`src/rtl/output_arbiter.sv`:
```
// output_arbiter
//   Wormhole output-port arbiter for a 5-port mesh router. One input port
//   at a time owns the output from its head flit until its tail flit has
//   crossed the crossbar. The next owner is picked round-robin, starting
//   just above the port that finished most recently.
//
// Parameters
//   RR_INIT    : port index (0..4) with highest priority after reset
//   CNT_WIDTH  : width of the completed-packet counter
//
// Ports (bit order of every 5-bit vector: 0=N, 1=E, 2=W, 3=S, 4=L)
//   clk        : clock, rising edge active
//   rst        : asynchronous reset, active low
//   req_in     : flit available at the head of each input FIFO
//   tail_in    : head flit of each input FIFO is a tail flit
//   dest_ready : downstream neighbour accepts one flit this cycle
//   sel_out    : registered crossbar select, one-hot or zero
//   grant_out  : pop strobe to the owning input FIFO
//   valid_out  : a flit crosses the crossbar this cycle
//   pkt_count  : number of completed packets, wraps silently
module output_arbiter #(
  parameter int RR_INIT   = 0,
  parameter int CNT_WIDTH = 16
) (
  input  logic                 clk,
  input  logic                 rst,
  input  logic [4:0]           req_in,
  input  logic [4:0]           tail_in,
  input  logic                 dest_ready,
  output logic [4:0]           sel_out,
  output logic [4:0]           grant_out,
  output logic                 valid_out,
  output logic [CNT_WIDTH-1:0] pkt_count
);

  typedef enum logic {
    IDLE,
    LOCKED
  } state_t;

  state_t               r_state;
  logic [4:0]           r_sel;
  logic [2:0]           r_rrPtr;
  logic [2:0]           r_owner;
  logic [CNT_WIDTH-1:0] r_pktCount;

  logic [4:0] w_grant;
  logic       w_tailDone;
  logic [2:0] w_nextPtr;
  logic [2:0] w_pickIdx;
  logic       w_pickFound;
  logic [3:0] w_sum;
  logic [2:0] w_candIdx;

  // Round-robin search: walk the five ports circularly upward starting at
  // the priority pointer and take the first one that is requesting.
  always_comb begin
    w_pickIdx   = 3'd0;
    w_pickFound = 1'b0;
    w_sum       = 4'd0;
    w_candIdx   = 3'd0;
    for (int k = 0; k < 5; k++) begin
      w_sum     = {1'b0, r_rrPtr} + 4'(k);
      w_candIdx = (w_sum >= 4'd5) ? 3'(w_sum - 4'd5) : 3'(w_sum);
      if (!w_pickFound && req_in[w_candIdx]) begin
        w_pickIdx   = w_candIdx;
        w_pickFound = 1'b1;
      end
    end
  end

  // The select register is zero while idle, so the grant can only ever
  // reach the current owner and never fires before ownership is taken.
  assign w_grant    = r_sel & req_in & {5{dest_ready}};
  assign w_tailDone = (|w_grant) & (|(r_sel & tail_in));
  assign w_nextPtr  = (r_owner == 3'd4) ? 3'd0 : r_owner + 3'd1;

  // Ownership FSM. A completed tail always drops back to IDLE, which gives
  // the fixed one-cycle bubble before the next arbitration. Stalls
  // (dest_ready low) and an owner that stops requesting simply leave the
  // lock in place because no tail can transfer.
  always_ff @(posedge clk or negedge rst) begin
    if (!rst) begin
      r_state    <= IDLE;
      r_sel      <= 5'd0;
      r_rrPtr    <= 3'(RR_INIT);
      r_owner    <= 3'd0;
      r_pktCount <= '0;
    end else begin
      case (r_state)
        IDLE: begin
          if (w_pickFound) begin
            r_sel   <= 5'b00001 << w_pickIdx;
            r_owner <= w_pickIdx;
            r_state <= LOCKED;
          end
        end
        LOCKED: begin
          if (w_tailDone) begin
            r_sel      <= 5'd0;
            r_rrPtr    <= w_nextPtr;
            r_pktCount <= r_pktCount + 1'b1;
            r_state    <= IDLE;
          end
        end
        default: begin
          r_state <= IDLE;
          r_sel   <= 5'd0;
        end
      endcase
    end
  end

  assign sel_out   = r_sel;
  assign grant_out = w_grant;
  assign valid_out = |w_grant;
  assign pkt_count = r_pktCount;

endmodule

```
`config.mk`:
```
export PLATFORM = sky130hd
export DESIGN_NAME = output_arbiter
export DESIGN_NICKNAME = d
export VERILOG_FILES = /design/src/rtl/output_arbiter.sv
export SDC_FILE = /design/constraint.sdc
export NUM_CORES = 1
export LEC_CHECK = 0
export CAP_MARGIN = 10
export CORE_AREA = 4 4 72 74
export CTS_CLUSTER_SIZE = 40
export DETAILED_ROUTE_END_ITERATION = 7
export DIE_AREA = 0 0 76 78
export GPL_TIMING_DRIVEN = 0
export PLACE_DENSITY = 0.89
export SLEW_MARGIN = 5
export SYNTH_ARGS = -nofsm -noshare
export SYNTH_HDL_FRONTEND = slang
export SYNTH_SLANG_ARGS = --single-unit
```
`constraint.sdc`:
```
create_clock -name clk -period 4.7 [get_ports clk]
set_clock_uncertainty 0.05 [all_clocks]
set_input_delay 0.47 -clock clk [delete_from_list [all_inputs] [get_ports clk]]
set_output_delay 0.47 -clock clk [all_outputs]
set_load 0.02 [all_outputs]
```
Yosys cells after proc, flatten, opt, wreduce, memory -nomap -nowiden
Index checks and enable logic that the tools add are counted.
{"block": "op_classes", "addsub": 11, "order_cmp": 10, "n_eq_ne": 3, "shift": 1, "mux": 32, "bitwise_logic": 5, "reduce_logical": 13}
{"operator": "3-bit 2-to-1 mux", "n": 11}
{"operator": "3-bit by 4-bit < comparator with 1-bit output (second input constant)", "n": 5}
{"operator": "16-bit by 1-bit adder with 16-bit output (second input constant)", "n": 1}
{"operator": "4-bit by 3-bit >= comparator with 1-bit output (second input constant)", "n": 4}
{"operator": "5-bit bitwise AND", "n": 3}
{"operator": "1-bit binary-select mux with 3-bit select", "n": 5}
{"operator": "3-bit subtractor (second input constant)", "n": 5}
{"operator": "1-bit 2-to-1 mux", "n": 12}
{"operator": "5-bit 2-to-1 mux", "n": 2}
{"operator": "5-bit case mux with 2 select lines", "n": 1}
{"operator": "5-bit OR reduction", "n": 2}
{"operator": "3-bit by 2-bit adder with 4-bit output (second input constant)", "n": 2}
{"operator": "2-bit AND reduction", "n": 3}
{"operator": "1-bit by 3-bit << shifter with 5-bit output (first input constant)", "n": 1}
{"operator": "3-bit by 1-bit adder with 4-bit output (second input constant)", "n": 1}
{"operator": "3-bit by 3-bit adder with 4-bit output (second input constant)", "n": 1}
{"operator": "1-bit logical AND", "n": 4}
{"operator": "1-bit logical NOT", "n": 4}
{"operator": "3-bit by 1-bit adder with 3-bit output (second input constant)", "n": 1}
{"operator": "3-bit == test (second input constant)", "n": 1}
{"operator": "3-bit >= comparator (second input constant)", "n": 1}
{"operator": "2-bit by 1-bit inequality test with 1-bit output (second input constant)", "n": 1}
{"operator": "2-bit inequality test (second input constant)", "n": 1}
{"operator": "1-bit case mux with 2 select lines", "n": 1}
{"operator": "2 further kinds", "n": 2}
{"block": "word_totals", "reg_bits": 28, "in_bits": 13, "out_inout_bits": 27, "elab_cells": 80}

Logic depth before layout (Yosys ltp)
{"block": "depth", "ltp_word": 20, "mapped_depth": 14, "ltp_nobuf": 13}

Worst setup path before layout
OpenSTA, ideal clock, no wires.
{"block": "synth_path", "kind": "flip-flop to flip-flop", "startpoint": "register r_rrPtr[0]", "endpoint": "register r_sel[0], in the netlist sel_out[0]", "setup_ns": 0.120, "t_arrival_ns": 3.263, "required_time_ns": 4.530, "slack_ns": 1.267, "path_stages_with_launch": 13, "path_buffers": 0, "period_less_slack_ns": 3.433, "cell_sequence": "dfrtp_1 > inv_2 > ha_1 > inv_1 > fa_1 > nor2_1 > mux4_2 > a21oi_2 > or4b_4 > nor2_4 > nand2_2 > o2111a_1 > a31o_1"}
{"block": "synth_between", "elab_chain_len": 20, "word_cells_on_any_way": 52, "cone_classes": "add/sub (9); order compare (5); eq/ne (1); shift (1); mux (27); reduce/logical (9)"}
{"item": "from (decl)", "line": "43", "text": "logic [2:0] r_rrPtr;"}
{"item": "from (signal assigned)", "line": "86", "text": "r_rrPtr <= 3'(RR_INIT);"}
{"item": "from (signal assigned)", "line": "101", "text": "r_rrPtr <= w_nextPtr;"}
{"item": "branches (longest 20 deep; another with 3-bit by 1-bit adder with 4-bit output)"}
{"item": "to (signal assigned)", "line": "93", "text": "r_sel <= 5'b00001 << w_pickIdx;"}
{"item": "to (decl)", "line": "42", "text": "logic [4:0] r_sel;"}
Several ways; the timed one is not identified. The select of a mux whose other input is x is not followed.
A chain may end at the register's enable or synchronous reset.

Worst setup path after layout
{"block": "layout_path", "startpoint": "register r_rrPtr[1]", "endpoint": "register r_sel[0], in the netlist sel_out[0]"}
The elaborated chain is that of the path after synthesis.

==> out/metrics.yaml <==
clock_network:
  cts_buffer_depth: 2
  path_clk_slew_ns: 0.10
  clkSinkCount: 28
  clk_latency_ns: 0.28
  ctsHoldBuffers: 0
  cts_buffers: 3
  cts_tree: "built"
  ctsResizeCount: 0
  cts_root_buf: "clkbuf_8"
  htreeDepth: 1
  cts_setup_buffers: 0
synthesis:
  synthAdderAreaFrac_pct: 6.57
  synth.net_count: 288
  avgSynthCellArea_um2: 9.12
  ys.flop_type: "dfrtp_1"
  synth-xor-area-share_pct: 6.94
  yosysWarnings: 0
  synth-simple-area-share_pct: 19.7
  synth.area.mux_share_pct: 9.49
  ys_seq_elements: 28
  synth-compound-area-share_pct: 22.8
  synth_top_family_by_area: "compound AO/OA/AOI/OAI gates"
  synth_edf_count: 0
  syn-cell-area_mm2: 0.00240
  post_synth_inst_count: 263
  synthArstFlopShare_pct: 100
  yosysSeqAreaShare_pct: 29.2
  synth_cell_types: 71
timing:
  relSlewSlack_pct: 56.8
  period_share_pct: 87.2
  worst_pin_slew_ns: 0.643
  fin_hold_ws_ns: 0.137
  rsz0062_at_grt: "no"
  drv_slew: 0
  finalSetupViolCount: 0
  clock.fmax_mhz: 244
  timing.setup.tns_ns: 0
  min_period_ns: 4.10
  hold_viol_final: 0
power:
  clock_power_share_pct: 6.5
  p_int_mw: 1.12
  seqPwrFrac_pct: 15.9
  switchingPower_mw: 1.20
  powerDensity_mw_per_mm2: 800
  switching_share_pct: 51.6
  peakVddDrop_v: 0.000359
  comb_power_share_pct: 77.6
  power.total_mw: 2.32
  total_leakage_power_nw: 1.26
die:
  die_area_mm2: 0.00593
  die-height_um: 78
  io_pins: 40
  die_x_um: 76
  fp-row-count: 25
  start_util_pct: 52.2
  core_area_mm2: 0.00460
layout:
  num-nets-final: 331
  syn_to_final_growth_pct: 20.8
  n_antenna_cell: 0
  fin_util_pct: 63.0
  layout-drive-gt1-share_pct: 12.5
setup_path:
  path_cells: "buf_6 -> inv_1 -> ha_1 -> buf_6 -> clkbuf_1 -> a32oi_1 -> and2_1 -> mux2_2 -> o31ai_1 -> nand4b_1 -> or2_2 -> a221oi_1 -> a31o_1"
  max_stage_delay_ns: 0.51
  end_kind: "flip-flop"
  worstSetupStartpointType: "flip-flop"
  cp.arrival_ns: 4.27
  startpoint: "r_rrPtr[1]$_DFFE_PN0P_"
  slowest_stage: "a221oi_1"
  path_common_cell: "buf_6"
  critPathRequiredTime_ns: 4.88
  worst-path-max-fanout: 10
  worstSetupPathType: "flip-flop to flip-flop"
  r2r-start: "r_rrPtr[1]$_DFFE_PN0P_"
grt:
  grt_antenna_before_repair: 0
  grt_pass1_vias: 2128
  grt_overflow_total: 0
  grt_max_degree: 29
  grt_pass1_wl_um: 10400
  grt_use_total_pct: 21.1
flow_run:
  drv_cap: 0
detailed_routing:
  via_count: 2294
  wirelength_um: 6340
  drc_errors: 0
  drt_iter0_markers: 201
  drtAntennaViolNets: 0
  drt-pass1-iter-count: 5
  vias_per_cell: 6.39
  wl_per_cell_um: 17.7
placement:
  dpl.hpwl_um: 4630
  io_buffers: 38
  gp_congestion: 0.891
hold_path:
  hold_path_class: "primary input to asynchronous set/reset pin"
status:
  outcome: "complete, no violations"
## Yosys cell counts, types with 2 or more instances
master | count | share of area, %
dfrtp_1 | 28 | 29
nand2_1 | 22 | 3.4
xnor2_1 | 14 | 5.1
inv_1 | 13 | 2.0
nor2_1 | 13 | 2.0
a21oi_1 | 12 | 2.5
nand3_1 | 12 | 2.5
ha_1 | 11 | 5.7
and3_1 | 9 | 2.3
buf_2 | 7 | 1.5
mux2i_1 | 7 | 2.9
o21ai_0 | 5 | 1.0
o31ai_1 | 5 | 1.6
xor2_1 | 5 | 1.8
a211oi_1 | 4 | 1.3
nand4_1 | 4 | 1.0
nor3_1 | 4 | 0.83
o21ai_1 | 4 | 0.83
or2_2 | 4 | 1.0
a2111oi_0 | 3 | 1.1
a211o_1 | 3 | 1.1
a21o_1 | 3 | 0.94
clkbuf_1 | 3 | 0.47
mux2_2 | 3 | 1.4
mux2_4 | 3 | 1.9
mux4_2 | 3 | 2.8
nand2b_1 | 3 | 0.78
nor2b_1 | 3 | 0.78
a221oi_1 | 2 | 0.73
a22oi_1 | 2 | 0.63
a31o_1 | 2 | 0.73
a31oi_1 | 2 | 0.52
buf_6 | 2 | 0.94
nand4b_1 | 2 | 0.73
o211ai_1 | 2 | 0.63
o22ai_1 | 2 | 0.52
o31ai_2 | 2 | 1.0
o41ai_1 | 2 | 0.73
## placed cells by master (no fill, tap or decap), types with 3 or more instances in the layout
master and n:
a2111oi_0 3, a211o_1 3, a211oi_1 4, a21o_1 3, a21oi_1 12, and3_1 9
buf_2 8, clkbuf_1 3, clkbuf_8 4, clkdlybuf4s50_1 37, dfrtp_1 28, ha_1 11
inv_1 13, mux2_2 3, mux2_4 3, mux2i_1 7, mux4_2 3, nand2_1 22
nand2b_1 3, nand3_1 12, nand4_1 4, nor2_1 13, nor2b_1 3, nor3_1 4
o21ai_0 5, o21ai_1 4, o31ai_1 5, or2_2 4, xnor2_1 14, xor2_1 5
## critical path, delay by kind of cell, from the launching register on
| kind | cells | cell delay [ns] |
|---|---|---|
| AO/OA/AOI/OAI | 4 | 1.36 |
| adder cells (fa/ha/maj) | 1 | 0.29 |
| buffers and inverters | 4 | 0.76 |
| flip-flops | 1 | 0.47 |
| multiplexers | 1 | 0.37 |
| AND/OR/NAND/NOR | 3 | 0.74 |
## stage by stage
step           worst slack (ns)  instances  area, um^2
2_1_floorplan              1.27        263        2400
3_3_place_gp              0.792        355        2850
3_5_place_dp              0.713        355        2850
4_1_cts                   0.684        359        2900
5_1_grt                   0.397        359        2900
6_report                  0.604        359        2900
## final timing paths
kind,endpoint,slack (ns),depth (start not counted)
max in group asynchronous,pkt_count[9]$_DFFE_PN0P_,4.06,1
worst max-delay path,sel_out[0]$_DFFE_PN0P_,0.60,13
worst max register to register,sel_out[0]$_DFFE_PN0P_,0.60,13
worst min register to register,pkt_count[15]$_DFFE_PN0P_,0.42,1
min in group clk,pkt_count[15]$_DFFE_PN0P_,0.42,1
worst min-delay path,pkt_count[15]$_DFFE_PN0P_,0.14,1
## registers in the layout, indices dropped and copies added, names as in the netlist
signal and count:
pkt_count 16, r_rrPtr 3, sel_out 5, r_owner 3
r_state 1
## layout make-up
| class | instances | area (um^2) |
|---|---|---|
| well taps | 54 | 67.6 |
| flip-flops and latches | 28 | 701 |
| multi-input cells | 208 | 1570 |
| clock buffers | 4 | 55.1 |
| plain buffers | 12 | 68.8 |
| inverters | 15 | 56.3 |
| fillers | 387 | 1700 |
| repair buffers | 38 | 375 |
## logic make-up (layout without fill, tap and decap cells)
family | count (synthesis) | in the layout
simple gates | 88 | 88
compound gates | 72 | 72
flops | 28 | 28
buf+inv | 27 | 69
xor+xnor | 19 | 19
mux | 17 | 17
fa+ha+maj | 12 | 12
## power groups by stage
stage,Clock (mW),Combinational [mW],Sequential (mW)
6_report,0.151,1.80,0.368
2_1_floorplan,0,1.35,0.380
3_5_place_dp,0,1.75,0.372
4_1_cts,0.150,1.76,0.368
5_1_grt,0.162,1.93,0.379
3_3_place_gp,0,1.69,0.369
## routing by layer
layer | vias up | track usage, % | wire, um
met1 | 1099 | 26.8 | 2690
met5 | - | 0 | 0
met3 | 12 | 3.83 | 439
met2 | 111 | 36.5 | 3090
met4 | 0 | 5.69 | 115
li1 | 1072 | - | -
Note: power is estimated with default switching activity, not from simulation.
